## config.mk

```make
export PLATFORM = sky130hd
export DESIGN_NAME = lfsr_gen_flat
export DESIGN_NICKNAME = d
export VERILOG_FILES = /design/src/rtl/lfsr_gen_if.sv /design/src/rtl/lfsr_gen.sv /design/src/flat_wrapper.sv
export SDC_FILE = /design/constraint.sdc
export NUM_CORES = 1
export LEC_CHECK = 0
export CORE_MARGIN = 5
export CORE_UTILIZATION = 40
export CTS_BUF_LIST = sky130_fd_sc_hd__clkbuf_4 sky130_fd_sc_hd__clkbuf_8
export DETAILED_ROUTE_END_ITERATION = 10
export PLACE_DENSITY = 0.71
export SYNTH_ARGS = -nofsm -noshare
export SYNTH_HDL_FRONTEND = slang
export SYNTH_SLANG_ARGS = --single-unit
```

## constraint.sdc

```tcl
create_clock -name clk -period 2.2 [get_ports clk]
set_clock_uncertainty 0.1 [all_clocks]
set_input_delay 0.33 -clock clk [delete_from_list [all_inputs] [get_ports clk]]
set_output_delay 0.33 -clock clk [all_outputs]
set_load 0.01 [all_outputs]
```

## src/rtl/lfsr_gen_if.sv

```systemverilog
// lfsr_gen_if: control and data bundle for the lfsr_gen generator.
// Master drives step/load/seed; slave (the generator) returns state and flags.
interface lfsr_gen_if #(
    parameter int WIDTH = 8
);
    logic             en;
    logic             load;
    logic [WIDTH-1:0] seed_in;
    logic             out;
    logic [WIDTH-1:0] q;
    logic             wrap;
    logic [WIDTH-1:0] period;
    logic             lockup;

    modport master (
        output en, load, seed_in,
        input  out, q, wrap, period, lockup
    );

    modport slave (
        input  en, load, seed_in,
        output out, q, wrap, period, lockup
    );
endinterface

```

## src/rtl/lfsr_gen.sv

```systemverilog
// lfsr_gen: Fibonacci LFSR (WIDTH 3..16) with seed load and period measure.
// Optional macro LFSR_LOCKUP_RECOVER_EN: replace a zero seed with SEED.
module lfsr_gen #(
    parameter int               WIDTH = 8,
    parameter logic [WIDTH-1:0] SEED  = '1,
    parameter logic [WIDTH-1:0] TAPS  = '0
) (
    input  logic       clk,
    input  logic       reset_n,
    lfsr_gen_if.slave  bus
);

    function automatic logic [15:0] default_mask(input int w);
        logic [15:0] m;
        m = '0;
        case (w)
            3:       m = 16'h0003;
            4:       m = 16'h0003;
            5:       m = 16'h0005;
            6:       m = 16'h0003;
            7:       m = 16'h0003;
            8:       m = 16'h001D;
            9:       m = 16'h0011;
            10:      m = 16'h0009;
            11:      m = 16'h0005;
            12:      m = 16'h0053;
            13:      m = 16'h001B;
            14:      m = 16'h0443;
            15:      m = 16'h0003;
            16:      m = 16'h100B;
            default: m = '0;
        endcase
        return m;
    endfunction

    localparam logic [15:0]      TABLE = default_mask(WIDTH);
    localparam logic [WIDTH-1:0] MASK  =
        (TAPS != '0) ? TAPS : TABLE[WIDTH-1:0];
    localparam logic [WIDTH-1:0] ONE   = WIDTH'(1);

    if (WIDTH < 3 || WIDTH > 16) begin : g_bad_width
        $error("lfsr_gen: WIDTH must be in 3..16");
    end
    if (SEED == '0) begin : g_bad_seed
        $error("lfsr_gen: SEED must be nonzero");
    end
    if (TAPS != '0 && !TAPS[0]) begin : g_bad_taps
        $error("lfsr_gen: TAPS override must have bit 0 set");
    end

    logic [WIDTH-1:0] state_q, state_d;
    logic [WIDTH-1:0] sreg_q, sreg_d;
    logic [WIDTH-1:0] cnt_q, cnt_d;
    logic [WIDTH-1:0] period_q, period_d;
    logic             out_q, out_d;
    logic             wrap_q, wrap_d;
    logic             fb;
    logic [WIDTH-1:0] step;
    logic [WIDTH-1:0] seed_eff;

    assign fb   = ^(state_q & MASK);
    assign step = {fb, state_q[WIDTH-1:1]};

`ifdef LFSR_LOCKUP_RECOVER_EN
    logic seed_zero;
    logic lockup_q, lockup_d;

    assign seed_zero = (bus.seed_in == '0);
    assign seed_eff  = seed_zero ? SEED : bus.seed_in;
    assign lockup_d  = bus.load & seed_zero;

    // Flag a corrected zero load for one cycle, aligned with new q.
    always_ff @(posedge clk or negedge reset_n) begin
        if (!reset_n) begin
            lockup_q <= 1'b0;
        end else begin
            lockup_q <= lockup_d;
        end
    end

    assign bus.lockup = lockup_q;
`else
    // A zero seed is taken as-is; the LFSR then sits at zero.
    assign seed_eff   = bus.seed_in;
    assign bus.lockup = 1'b0;
`endif

    // Next state: load beats step; a step that lands on sreg closes a period.
    always_comb begin
        state_d  = state_q;
        sreg_d   = sreg_q;
        cnt_d    = cnt_q;
        period_d = period_q;
        out_d    = out_q;
        wrap_d   = 1'b0;
        if (bus.load) begin
            state_d = seed_eff;
            sreg_d  = seed_eff;
            cnt_d   = '0;
            out_d   = state_q[0];
        end else if (bus.en) begin
            state_d = step;
            out_d   = state_q[0];
            if (step == sreg_q) begin
                wrap_d   = 1'b1;
                period_d = cnt_q + ONE;
                cnt_d    = '0;
            end else begin
                cnt_d = cnt_q + ONE;
            end
        end
    end

    // State, seed, counter and flag registers.
    always_ff @(posedge clk or negedge reset_n) begin
        if (!reset_n) begin
            state_q  <= SEED;
            sreg_q   <= SEED;
            cnt_q    <= '0;
            period_q <= '0;
            out_q    <= 1'b1;
            wrap_q   <= 1'b0;
        end else begin
            state_q  <= state_d;
            sreg_q   <= sreg_d;
            cnt_q    <= cnt_d;
            period_q <= period_d;
            out_q    <= out_d;
            wrap_q   <= wrap_d;
        end
    end

    assign bus.q      = state_q;
    assign bus.out    = out_q;
    assign bus.wrap   = wrap_q;
    assign bus.period = period_q;

endmodule

```

## src/flat_wrapper.sv

```systemverilog
// flat-port wrapper written by rule: the top's interface ports become plain ports
module lfsr_gen_flat 
#(
    parameter int               WIDTH = 8,
    parameter logic [WIDTH-1:0] SEED  = '1,
    parameter logic [WIDTH-1:0] TAPS  = '0
)
  (clk, reset_n, bus_en, bus_load, bus_seed_in, bus_out, bus_q, bus_wrap, bus_period, bus_lockup);
  lfsr_gen_if #(.WIDTH(WIDTH)) bus_i ();
  input  logic clk;
  input  logic reset_n;
  input wire logic [$bits(bus_i.en)-1:0] bus_en;
  input wire logic [$bits(bus_i.load)-1:0] bus_load;
  input wire logic [$bits(bus_i.seed_in)-1:0] bus_seed_in;
  output wire logic [$bits(bus_i.out)-1:0] bus_out;
  output wire logic [$bits(bus_i.q)-1:0] bus_q;
  output wire logic [$bits(bus_i.wrap)-1:0] bus_wrap;
  output wire logic [$bits(bus_i.period)-1:0] bus_period;
  output wire logic [$bits(bus_i.lockup)-1:0] bus_lockup;
  assign bus_i.en = bus_en;
  assign bus_i.load = bus_load;
  assign bus_i.seed_in = bus_seed_in;
  assign bus_out = bus_i.out;
  assign bus_q = bus_i.q;
  assign bus_wrap = bus_i.wrap;
  assign bus_period = bus_i.period;
  assign bus_lockup = bus_i.lockup;
  lfsr_gen #(.WIDTH(WIDTH), .SEED(SEED), .TAPS(TAPS)) u_core (.clk(clk), .reset_n(reset_n), .bus(bus_i));
endmodule
```

==> flow_summary.toml <==
[placement]
place_inst = 218
dp.final_hpwl_mm = 2.24
port_buffers = 29
postPlaceCellArea_um2 = 1990
place_congestion = 0.791

[worst_setup_path]
endpoint_kind = "register"
arrival_ns = 2.05
path_class = "reg2reg"
r2r_start = "u_core.bus.q[4]"
required_ns = 2.27
r2r-end = "u_core.bus.period[6]"
r2r_cells = 4
cp_max_fo = 9
start_kind = "register"
r2r_slack_ns = 0.22

[logic_synthesis]
ys_ff_latch = 34
synth_edf_count = 0
syn_area_um2 = 1650
synth_top_cell_area_share_pct = 27.1
synthFlopType = "dfstp_2"
yosysSeqAreaShare_pct = 52.9
synthCells = 143
synth_area_leaders = "dfstp_2 (27%), dfrtp_1 (26%), xor2_1 (7.4%), mux2i_1 (5.5%), o21ai_0 (4.9%)"
async_flop_share_pct = 100
avgSynthCellArea_um2 = 11.5
synth_nets = 156
synth.distinct_cells = 28
yosysWarnings = 0
yosys.area.top_type = "dfstp_2"

[sta]
timing.final.crit_share_pct = 89.9
holdWs_ns = 0.360
slew_viol_final = 0
tightest_slew_ns = 0.518
final_hold_viol_count = 0
rsz0062_at_grt = "no"
slew-limit-headroom_pct = 65.2
fmax_ghz = 0.506
setup_violations = 0
post-route-min-period_ns = 1.98
fin_tns_setup_ns = 0

[power]
p_leak_nw = 0.954
vdd_drop_max_uv = 426
total_power_mw = 1.46
p_per_area_nw_per_um2 = 699

[drt]
drcViolationCount = 0
drt_iter0_markers = 38
finalWirelength_mm = 3.07
first_pass_iters = 4
vias = 1123
viasPerCell = 4.97
route.detailed.wl_per_inst_um = 13.6
detail-route-antenna-nets = 0

[floorplan]
die_w_um = 74.2
num_io_pins = 31
dieArea_um2 = 5510
initial_core_util_pct = 41.2
die_h_um = 74.2
core_area_um2 = 4000
std_cell_rows = 23

[grt]
grt_overflow_total = 0
grt_max_degree = 35
track_usage_pct = 12.9
grt_pass1_wl_mm = 5.36
grt_antenna_before_repair = 0
grt_pass1_vias = 1179

[final_layout]
area_growth_pct = 26.6
antenna_cells = 0
post-route-cell-area_um2 = 2090
fin_cells = 226
drive_above_1_share_pct = 23.3
nets = 188

[clock_network]
cts_root_buffer = "clkbuf_8"
cts_tree = "yes"
hold_buffers = 0
cts_resized = 0
htree_levels = 2
clockBufferDepth = 2
cts_buffers = 5
cts_setup_buffers = 0
insertion_delay_ns = 0.28
cts_sinks = 34
cts.clk_slew.worst_paths_ns = 0.07

[run_status]
status = "completed"

[flow_run]
max-cap-violations = 0

[min_path]
min_path_type = "in2async"
==> registers in the layout, indices dropped and copies added (netlist names) <==
| name | cells |
|---|---|
| u_core.bus.out | 1 |
| u_core.bus.period | 8 |
| u_core.bus.q | 8 |
| u_core.bus.wrap | 1 |
| u_core.cnt_q | 8 |
| u_core.sreg_q | 8 |
==> stage by stage <==
stage,utilization [%],worst slack (ns)
CTS,52.2,0.194
floorplan,-,0.343
finish,52.2,0.222
global placement,49.7,0.223
detailed placement,49.7,0.135
global route,52.2,0.149
==> worst max path at each step <==
stage,from,endpoint,cells past startpoint
global route,u_core.bus.q[4],u_core.bus.period[6],4
detailed placement,bus_en,u_core.bus.period[6],5
finish,u_core.bus.q[4],u_core.bus.period[6],4
floorplan,u_core.bus.q[4],u_core.bus.period[1],4
CTS,u_core.bus.q[4],u_core.bus.period[6],4
global placement,u_core.bus.q[4],u_core.bus.period[6],4
==> cell usage after synthesis, drive strengths merged (3+ instances only) <==
cell    instances
buf             4
clkbuf          3
a211oi          4
inv            11
mux2i           9
nand3           3
a32o            4
xnor2           6
nor2            4
dfrtp          17
dfstp          17
xor2           14
nor3            3
o21ai          16
mux2            8
nand2          12
==> where the power goes <==
| part | leakage (nW) | switching (mW) | internal [mW] | total, mW |
|---|---|---|---|---|
| Sequential | 0.409 | 0.0411 | 0.690 | 0.731 |
| Combinational | 0.492 | 0.113 | 0.127 | 0.240 |
| Clock | 0.0523 | 0.208 | 0.280 | 0.488 |
| Total | 0.954 | 0.362 | 1.10 | 1.46 |
==> cell usage in the layout (no fill, tap or decap), drive strengths merged, types with 4 or more instances in the layout <==
master	count
xor2	14
o21ai	16
a32o	4
clkdlybuf4s50	29
dfstp	17
a211oi	4
dfrtp	17
inv	11
xnor2	6
mux2	8
nand2	12
clkbuf	8
mux2i	9
nor2	4
==> cell families after synthesis <==
family	synth area share, %
adder cells (fa/ha/maj)	0.759
buffers and inverters	4.63
XOR/XNOR	12.5
other	0.227
multiplexers	11.2
AO/OA/AOI/OAI	9.11
AND/OR/NAND/NOR	8.72
flip-flops	52.9
==> per-layer routing <==
metal  GRT usage, %  vias to the layer above  routed length (um)
li1               -                      548                   -
met1           14.7                      545                1370
met2           21.7                       26                1480
met3           4.05                        4                 176
met4           7.11                        0                  43
met5              0                        -                   0
==> worst max-delay path: stages (launching register included) <==
cell and delay (ns):
dfstp_2 0.60, xor2_1 0.08, nor3_1 0.45, nand4_4 0.28
mux2_4 0.36
==> area by class of cell <==
class                           instances  area [um^2]
Clock buffer                            8         97.6
Fill cell                             357         1910
Inverter                               11         41.3
Multi-Input combinational cell         91          701
Sequential cell                        34          872
Tap cell                               50         62.6
Timing Repair Buffer                   32          313
Power figures use the tool's default switching activity.
